File: src/rtl/mem_access_sequencer.sv
// rtl/mem_access_sequencer.sv - single-port memory sequencer arbitrating instruction fetch and data requests
module mem_access_sequencer (
    input  logic        i_clock,
    input  logic        i_reset,
    input  logic        i_if_req,
    input  logic [31:0] i_if_addr,
    input  logic        i_d_req,
    input  logic        i_d_we,
    input  logic [31:0] i_d_addr,
    input  logic [31:0] i_d_wdata,
    output logic        o_if_ack,
    output logic [31:0] o_if_rdata,
    output logic        o_d_ack,
    output logic [31:0] o_d_rdata,
    output logic        o_d_err,
    output logic [31:0] o_mem_addr,
    output logic [31:0] o_mem_wdata,
    output logic        o_mem_wr,
    input  logic [31:0] i_mem_rdata,
    output logic        o_busy
);

    typedef enum logic [1:0] {S_IDLE, S_ADDR, S_WAIT, S_RESP} state_t;

    state_t      r_state;
    state_t      w_next;
    logic [1:0]  r_streak;
    logic [31:0] r_addr;
    logic [31:0] r_wdata;
    logic        r_we;
    logic        r_is_data;
    logic        r_err;
    logic [31:0] r_if_rdata;
    logic [31:0] r_d_rdata;

    logic w_any_req;
    logic w_fetch_win;
    logic w_misaligned;

    // Data normally wins; a fetch starved by three data grants in a row gets the next slot.
    assign w_any_req    = i_if_req | i_d_req;
    assign w_fetch_win  = i_if_req & (~i_d_req | (r_streak == 2'd3));
    assign w_misaligned = (i_d_addr[1:0] != 2'b00);

    always_comb begin
        w_next   = r_state;
        o_mem_wr = 1'b0;
        o_if_ack = 1'b0;
        o_d_ack  = 1'b0;
        o_d_err  = 1'b0;
        o_busy   = 1'b1;
        case (r_state)
            S_IDLE: begin
                o_busy = 1'b0;
                if (w_any_req) begin
                    if (w_fetch_win)       w_next = S_ADDR;
                    else if (w_misaligned) w_next = S_RESP;
                    else                   w_next = S_ADDR;
                end
            end
            S_ADDR: begin
                o_mem_wr = r_we;
                w_next   = r_we ? S_RESP : S_WAIT;
            end
            S_WAIT: begin
                w_next = S_RESP;
            end
            S_RESP: begin
                o_if_ack = ~r_is_data;
                o_d_ack  = r_is_data;
                o_d_err  = r_err;
                w_next   = S_IDLE;
            end
            default: w_next = S_IDLE;
        endcase
    end

    always_ff @(posedge i_clock) begin
        if (i_reset) begin
            r_state    <= S_IDLE;
            r_streak   <= 2'd0;
            r_addr     <= 32'd0;
            r_wdata    <= 32'd0;
            r_we       <= 1'b0;
            r_is_data  <= 1'b0;
            r_err      <= 1'b0;
            r_if_rdata <= 32'd0;
            r_d_rdata  <= 32'd0;
        end else begin
            r_state <= w_next;
            if ((r_state == S_IDLE) && w_any_req) begin
                if (w_fetch_win) begin
                    r_addr    <= i_if_addr;
                    r_we      <= 1'b0;
                    r_is_data <= 1'b0;
                    r_err     <= 1'b0;
                    r_streak  <= 2'd0;
                end else begin
                    r_addr    <= i_d_addr;
                    r_we      <= i_d_we;
                    r_wdata   <= i_d_wdata;
                    r_is_data <= 1'b1;
                    r_err     <= w_misaligned;
                    if (i_if_req && (r_streak != 2'd3))
                        r_streak <= r_streak + 2'd1;
                end
            end
            // Memory data is valid during WAIT; steer it into the requester's own register.
            if (r_state == S_WAIT) begin
                if (r_is_data) r_d_rdata  <= i_mem_rdata;
                else           r_if_rdata <= i_mem_rdata;
            end
        end
    end

    assign o_mem_addr  = r_addr;
    assign o_mem_wdata = r_wdata;
    assign o_if_rdata  = r_if_rdata;
    assign o_d_rdata   = r_d_rdata;

endmodule

File: config.mk
export PLATFORM = sky130hd
export DESIGN_NAME = mem_access_sequencer
export DESIGN_NICKNAME = d
export VERILOG_FILES = /design/src/rtl/mem_access_sequencer.sv
export SDC_FILE = /design/constraint.sdc
export NUM_CORES = 1
export LEC_CHECK = 0
export CAP_MARGIN = 10
export CORE_MARGIN = 2
export CORE_UTILIZATION = 44
export DETAILED_ROUTE_END_ITERATION = 7
export PLACE_DENSITY = 0.85
export SLEW_MARGIN = 20
export SYNTH_ARGS = -nofsm -noshare
export SYNTH_HDL_FRONTEND = slang
export SYNTH_SLANG_ARGS = --single-unit
File: constraint.sdc
create_clock -name i_clock -period 4.6 [get_ports i_clock]
set_input_delay 0.46 -clock i_clock [delete_from_list [all_inputs] [get_ports i_clock]]
set_output_delay 0.46 -clock i_clock [all_outputs]
set_load 0.02 [all_outputs]
==> out/metrics.cfg, run 1 <==
[die]
die_h_um=116
start_util=0.456
die_area_um2=13500
ios=266
rows=40
die_x_um=116
core_um2=12200

[worst_setup_path]
worstPathRequired_ps=4140
critical_path.startpoint_type=register
crit_fanout=7
critical_path_class=reg -> out
crit_arrival_ps=1910
cpPeakStageDelay_ps=630
crit_top_cell=inv_1
crit_path_cell_trace=inv_1 -> ha_1 -> inv_1 -> clkdlybuf4s50_1
cpMaxStageDelayCell=clkdlybuf4s50_1
worstSetupEndpointType=primary output

[grt]
grt_max_degree=99
grt_pass1_wl_um=27100
grt_pass1_vias=5433
overflow=0
grt_usage=0.256
antenna_found_initial=0

[pwr]
leakagePower_nw=3.03
cellPowerDensity_nw_per_um2=557
max-vdd-ir-drop_mv=0.286

[finish]
drive_gt1_frac=0.0730
mostFrequentLayoutCells=264 x clkdlybuf4s50_1, 135 x nand2_1, 135 x dfxtp_1
layout_commonest_cell=clkdlybuf4s50_1
diodes=0
nets=1030
utilization=0.728
area_growth_pct=59.9
fin_cells=1072

[clocking]
cts.repair.resized=0
cts_inserted_buffers=17
clkLatencyLatePin_ps=410
htreeDepth=4
clockBufferDepth=2
cts_setup_buffers=0
cts-root-buf=clkbuf_16
clock-sinks=135
cts_tree=built
holdBufCountCts=0
path_clk_slew_ps=60

[sta]
finalCritPeriodShare=0.515
slew_violations=0
max_freq_mhz=422
tns_ps=0
clock_skew_ps=8.12
rsz0062_at_grt=no
hold_viol_final=0
hold_slack_ps=453
setup_slack_ps=2230
worst_pin_slew_ps=1060
setup_viol_count_final=0
fin_crit_ps=2370
relSlewSlack=0.294

[synthesis]
avgSynthCellArea_um2=8.32
yosysUniqueCellTypes=28
ys_seq_area_frac=0.488
synthesis.nets=805
syn-cell-area_um2=5540
synth_warnings=0
synth-seq-cells=135
synthCells=666

[route]
first_pass_iters=5
dr.first_iter.drc_count=564
vias=5746
final_antenna_net_count=0
drc=0
post_drt_wl_per_cell_um=16.5
wl_um=17600
vias_per_cell=5.36

[placement]
pre_cts_slack_ps=1930
gp_congestion=0.812
dp_cells=1039
hpwl_um=11600
port_buffers=265

[run]
maxCapViolCount=0

[run_status]
status=completed

[worst_hold_path]
hp-class=reg -> reg

-- per-stage QoR --
step	cell area (um2)	total power [W]
6_report	8860	0.00494
5_1_grt	8860	0.00518
4_1_cts	8830	0.00494
3_5_place_dp	8150	0.00338
3_3_place_gp	8150	0.00334
2_1_floorplan	5540	0.00264
-- cells in the mapped netlist --
cell	count	share of area
a21oi_1	100	0.090
buf_6	5	0.010
o211ai_1	33	0.045
a2bb2oi_1	1	0.0016
or4_1	1	0.0014
a311oi_1	13	0.021
a311oi_2	20	0.054
ha_1	6	0.014
nor2b_1	2	0.0023
and2_1	5	0.0056
nand2_1	135	0.091
and2b_1	1	0.0014
nand4_1	1	0.0011
nand2b_1	3	0.0034
nor2_1	34	0.023
nand3_1	32	0.029
buf_2	20	0.018
buf_1	5	0.0034
buf_4	1	0.0014
inv_1	4	0.0027
nor3_1	1	0.00090
dfxtp_1	135	0.49
clkbuf_1	37	0.025
o21ai_0	66	0.060
o21a_1	1	0.0014
a221oi_1	1	0.0016
o221ai_1	2	0.0032
or3b_1	1	0.0016
-- flip-flops by register name, summed over array words and instances (netlist names) --
| name | flops |
|---|---|
| o_d_rdata | 32 |
| o_if_rdata | 32 |
| o_mem_addr | 32 |
| o_mem_wdata | 32 |
| r_err | 1 |
| r_is_data | 1 |
| r_state | 2 |
| r_streak | 2 |
| r_we | 1 |
-- final cells by class --
type                       count  area (um2)
fill                         930        3300
timing repair buffer         274        2740
sequential                   135        2700
multi-input combinational    459        2510
clock buffer                  19         453
clock inverter                13         225
tap                          168         210
inverter                       4        15.0
-- cells by family (layout without fill, tap and decap cells) --
logic type      after synthesis  in the layout  synth area share
buf+inv                      72            310            0.0607
compound gates              237            237             0.277
fa+ha+maj                     6              6            0.0135
simple gates                216            216             0.161
flops                       135            135             0.488
-- metal layers --
metal / routed length (um) / GRT usage / vias to the layer above
li1: - / - / 2791
met1: 6750 / 0.286 / 2659
met2: 8750 / 0.436 / 255
met3: 1570 / 0.0841 / 41
met4: 573 / 0.127 / 0
met5: 0 / 0 / -
-- where the power goes --
group | total (W) | internal [W] | switching, W
Combinational | 0.00183 | 0.000812 | 0.00102
Sequential | 0.00156 | 0.00143 | 0.000135
Clock | 0.00154 | 0.00104 | 0.000498
Total | 0.00494 | 0.00328 | 0.00165
-- path summary, 6_finish.rpt --
path,end,depth (start not counted),from,slack (ps)
max,o_busy,4,r_state[1],2230
min,o_if_rdata[21],2,o_if_rdata[21],450
max reg2reg,o_mem_wdata[15],5,r_state[0],2500
min reg2reg,o_if_rdata[21],2,o_if_rdata[21],450
-- critical path: cells and delay by family, from the launching register on --
kind	cells	cell delay, ps
DFF	1	390
buffers and inverters	3	830
adders and majority gates	1	280
Power figures use the tool's default switching activity.
==> inputs of run 2 (changes only) <==
Settings changed: CORE_UTILIZATION 44 to 41, PLACE_DENSITY 0.85 to 0.8.
Clock period 4.6 ns to 2.3 ns, I/O delays scaled along.
==> run 2 against run 1 <==
Compared with the run above: clock power is 79% higher; clock skew is 0.98 ps lower; critical path depth stayed put.
==> out/metrics.cfg, run 2 (synthesis results as in run 1) <==
[clocking]
cts.repair.resized=0  ; unchanged
holdBufCountCts=0  ; unchanged
clkLatencyLatePin_ps=420  ; was 410 ps
cts_inserted_buffers=17  ; unchanged
path_clk_slew_ps=60  ; about the same
cts_setup_buffers=0  ; unchanged
clockBufferDepth=2  ; unchanged
htreeDepth=4  ; unchanged
clock-sinks=135  ; unchanged
cts_tree=built  ; unchanged
cts-root-buf=clkbuf_16  ; unchanged

[route]
wl_um=17600  ; about the same
post_drt_wl_per_cell_um=16.2  ; was 16.5 um
vias=5762  ; was 5746
first_pass_iters=4  ; was 5
dr.first_iter.drc_count=411  ; was 564
final_antenna_net_count=0  ; unchanged
vias_per_cell=5.30  ; was 5.36
drc=0  ; unchanged

[pwr]
p_total_w=0.00959  ; was 0.00494 W
max-vdd-ir-drop_mv=0.518  ; was 0.286 mV
leakagePower_nw=3.04  ; was 3.03 nW
cellPowerDensity_nw_per_um2=1080  ; was 557 nW/um2

[die]
start_util=0.418  ; was 0.456
ios=266  ; unchanged
die_h_um=120  ; was 116 um
rows=42  ; was 40
core_um2=13200  ; was 12200 um2
die_x_um=120  ; was 116 um
die_area_um2=14500  ; was 13500 um2

[sta]
rsz0062_at_grt=no  ; unchanged
finalCritPeriodShare=0.934
tns_ps=0  ; unchanged
hold_viol_final=0  ; unchanged
fin_crit_ps=2150
slew_violations=0  ; unchanged
clock_skew_ps=7.14  ; was 8.12 ps
max_freq_mhz=466
setup_viol_count_final=0  ; unchanged
relSlewSlack=0.636  ; was 0.294
worst_pin_slew_ps=545  ; was 1060 ps

[worst_hold_path]
worstHoldStart=i_reset  ; was o_if_rdata[21]
hp-class=in -> reg  ; was reg -> reg
hold_depth=2  ; unchanged

[finish]
multi_input_area_um2=2510  ; about the same
diodes=0  ; unchanged
layout_commonest_cell=clkdlybuf4s50_1  ; unchanged
mostFrequentLayoutCells=264 x clkdlybuf4s50_1, 135 x nand2_1, 135 x dfxtp_1  ; unchanged
drive_gt1_frac=0.0800  ; was 0.0730
seqCellArea_um2=2700  ; unchanged
nets=1039  ; was 1030
area_growth_pct=60.7  ; was 59.9%
fillers=1112  ; was 930
fin_cells=1088  ; was 1072

[grt]
grt_usage=0.238  ; was 0.256
grt_max_degree=53  ; was 99
grt_pass1_vias=5342  ; was 5433
antenna_found_initial=0  ; unchanged
grt_pass1_wl_um=27200  ; was 27100 um
overflow=0  ; unchanged

[placement]
port_buffers=265  ; unchanged
hpwl_um=11900  ; was 11600 um
dp_cells=1057  ; was 1039
gp_congestion=0.799  ; was 0.812

[worst_setup_path]
worstSetupEndpointType=primary output  ; unchanged
crit_fanout=7  ; unchanged
crit_arrival_ps=1920  ; was 1910 ps
crit_path_cell_trace=inv_1 -> ha_1 -> inv_1 -> clkdlybuf4s50_1  ; unchanged
critical_path_class=reg -> out  ; unchanged
cpMaxStageDelayCell=clkdlybuf4s50_1  ; unchanged
worstPathRequired_ps=2070  ; was 4140 ps
critical_path.startpoint_type=register  ; unchanged
cpPeakStageDelay_ps=620  ; was 630 ps
crit_start=r_state[1]  ; unchanged
worstRegToRegCells=6  ; was 5
r2r-start=r_state[0]  ; unchanged
crit_top_cell=inv_1  ; unchanged

[run_status]
status=completed  ; unchanged

[run]
maxCapViolCount=0  ; unchanged

## run 2: area by class of cell
| class | count | area share |
|---|---|---|
| clock buffers | 19 | 0.0497 |
| clock inverters | 12 | 0.0171 |
| inverters | 4 | 0.00169 |
| multi-input cells | 459 | 0.282 |
| flip-flops and latches | 135 | 0.303 |
| well taps | 176 | 0.0247 |
| repair buffers | 283 | 0.321 |
## run 2: worst max-delay path: cells and delay by family, from the launching register on
kind / cells / cell delay [ps]
buf+inv: 3 / 830
flops: 1 / 390
fa+ha+maj: 1 / 280
## run 2: where the power goes
| part | internal, W | switching (W) | total (W) | leakage (nW) |
|---|---|---|---|---|
| clock | 0.00172 | 0.00102 | 0.00275 | 0.281 |
| combinational | 0.00168 | 0.00204 | 0.00372 | 1.66 |
| sequential | 0.00286 | 0.000266 | 0.00312 | 1.10 |
| total | 0.00626 | 0.00333 | 0.00959 | 3.04 |
## run 2: through the flow
stage          cell area [um2]  utilization  hold slack [ps]  setup WS (ps)
6_report                  8910        0.673              285            152
3_5_place_dp              8310        0.628              446            402
3_3_place_gp              8310        0.628              441            445
2_1_floorplan             5540            -              366            808
4_1_cts                   8910        0.673              287            108
5_1_grt                   8910        0.673              305           31.7
## run 2: path summary, 6_finish.rpt
check | end | slack, ps
setup reg to reg | o_mem_wdata[8] | 520
hold reg to reg | o_if_rdata[3] | 450
setup / recovery | o_busy | 150
hold / removal | o_d_rdata[0] | 290
## run 2: metal layers
layer / vias to the layer above / GRT usage / part of all wire
li1: 2805 / - / -
met1: 2693 / 0.284 / 0.41
met2: 230 / 0.396 / 0.48
met3: 34 / 0.0736 / 0.089
met4: 0 / 0.0974 / 0.026
met5: - / 0 / 0
==> inputs of run 3 (changes only) <==
Settings changed: GPL_TIMING_DRIVEN from default to 0, SKIP_LAST_GASP from default to 1.
==> run 3 against run 2 <==
Compared with the run above: final area grew 1.9%; sequential power is essentially flat; hold slack gained 110 ps; critical path type unchanged; critical endpoint unchanged.
==> out/metrics.cfg, run 3 (synthesis results as in run 1) <==
[pwr]
cellPowerDensity_nw_per_um2=1100  ; was 1080 nW/um2
p_total_w=0.0100  ; was 0.00959 W
leakagePower_nw=3.14  ; was 3.04 nW
max-vdd-ir-drop_mv=0.522  ; was 0.518 mV

[die]
start_util=0.418  ; unchanged
core_um2=13200  ; unchanged
rows=42  ; unchanged
ios=266  ; unchanged
die_x_um=120  ; unchanged
die_area_um2=14500  ; unchanged
die_h_um=120  ; unchanged

[grt]
grt_max_degree=17  ; was 53
overflow=0  ; unchanged
antenna_found_initial=0  ; unchanged
grt_usage=0.259  ; was 0.238
grt_pass1_vias=5814  ; was 5342
grt_pass1_wl_um=29800  ; was 27200 um

[sta]
setup_viol_count_final=0  ; unchanged
hold_viol_final=0  ; unchanged
max_freq_mhz=462  ; was 466 MHz
hold_slack_ps=392  ; was 285 ps
clock_skew_ps=8.09  ; was 7.14 ps
relSlewSlack=0.488  ; was 0.636
slew_violations=0  ; unchanged
finalCritPeriodShare=0.942  ; was 0.934
worst_pin_slew_ps=768  ; was 545 ps
rsz0062_at_grt=no  ; unchanged
tns_ps=0  ; unchanged
fin_crit_ps=2170  ; was 2150 ps

[clocking]
cts_inserted_buffers=17  ; unchanged
clockBufferDepth=2  ; unchanged
clkLatencyLatePin_ps=420  ; about the same
htreeDepth=4  ; unchanged
holdBufCountCts=0  ; unchanged
cts-root-buf=clkbuf_16  ; unchanged
path_clk_slew_ps=60  ; about the same
cts_tree=built  ; unchanged
cts.repair.resized=0  ; unchanged
clock-sinks=135  ; unchanged
cts_setup_buffers=0  ; unchanged

[finish]
layout_commonest_cell=clkdlybuf4s50_1  ; unchanged
utilization=0.686  ; was 0.673
mostFrequentLayoutCells=264 x clkdlybuf4s50_1, 135 x nand2_1, 135 x dfxtp_1  ; unchanged
finalInstanceArea_um2=9080  ; was 8910 um2
diodes=0  ; unchanged
area_growth_pct=63.8  ; was 60.7%
nets=1088  ; was 1039
drive_gt1_frac=0.0800  ; about the same

[worst_hold_path]
hp-class=in -> reg  ; unchanged

[worst_setup_path]
critical_path_class=reg -> out  ; unchanged
worstPathRequired_ps=2070  ; about the same
crit_fanout=7  ; unchanged
worstSetupEndpointType=primary output  ; unchanged
critical_path.startpoint_type=register  ; unchanged
crit_arrival_ps=1940  ; was 1920 ps

[route]
vias_per_cell=5.28  ; was 5.30
post_drt_wl_per_cell_um=16.7  ; was 16.2 um
vias=6011  ; was 5762
final_antenna_net_count=0  ; unchanged
drc=0  ; unchanged
dr.first_iter.drc_count=343  ; was 411
first_pass_iters=4  ; unchanged
wl_um=19000  ; was 17600 um

[run_status]
status=completed  ; unchanged

[run]
maxCapViolCount=0  ; unchanged

[placement]
dpl_cell_area_um2=8400  ; was 8310 um2
gp_congestion=0.844  ; was 0.799
hpwl_um=13800  ; was 11900 um
port_buffers=264  ; was 265

[run 3: cell types whose count changed in the layout (fill, tap and decap cells not counted), moves of 3 or more]
cell and change:
buf_6 +5, clkinvlp_4 -4, buf_4 -12, buf_12 -6, clkbuf_1 +37, clkbuf_8 +3
buf_1 +5, buf_2 +20
[run 3: power by group]
part	leakage [nW]	switching, W	internal [W]
combinational	1.70	0.00210	0.00170
clock	0.331	0.00103	0.00205
sequential	1.10	0.000279	0.00286
[run 3: stage by stage]
stage | setup slack [ps] | instances
after global routing | 43.0 | 1138
after global placement | 381 | 1106
after floorplan | 808 | 666
final | 133 | 1138
after CTS | 145 | 1138
after detailed placement | 350 | 1106
[run 3: critical path: stages, from the launching register on]
cell and delay, ps:
dfxtp_1 400, inv_1 110, ha_1 270, inv_1 100, clkdlybuf4s50_1 640
[run 3: final cells by class]
| class | instances | area (um2) |
|---|---|---|
| inverters | 4 | 15.0 |
| repair buffers | 264 | 2640 |
| multi-input cells | 459 | 2500 |
| clock inverters | 10 | 190 |
| plain buffers | 68 | 322 |
| flip-flops and latches | 135 | 2700 |
| clock buffers | 22 | 484 |
| fillers | 1106 | 4160 |
| well taps | 176 | 220 |
[run 3: routing by layer]
| layer | global-route usage | wire, um |
|---|---|---|
| met1 | 0.309 | 7790 |
| met2 | 0.443 | 9190 |
| met3 | 0.0797 | 1580 |
| met4 | 0.0879 | 446 |
| met5 | 0 | 0 |
[run 3: path summary, 6_finish.rpt]
| kind | slack (ps) | cells after the start | end | start |
|---|---|---|---|---|
| worst max-delay path | 130 | 4 | o_busy | r_state[1] |
| worst min-delay path | 390 | 3 | o_d_rdata[28] | i_mem_rdata[28] |
| worst min register to register | 450 | 2 | o_d_rdata[1] | o_d_rdata[1] |
| worst max register to register | 450 | 6 | o_mem_wdata[18] | r_state[1] |
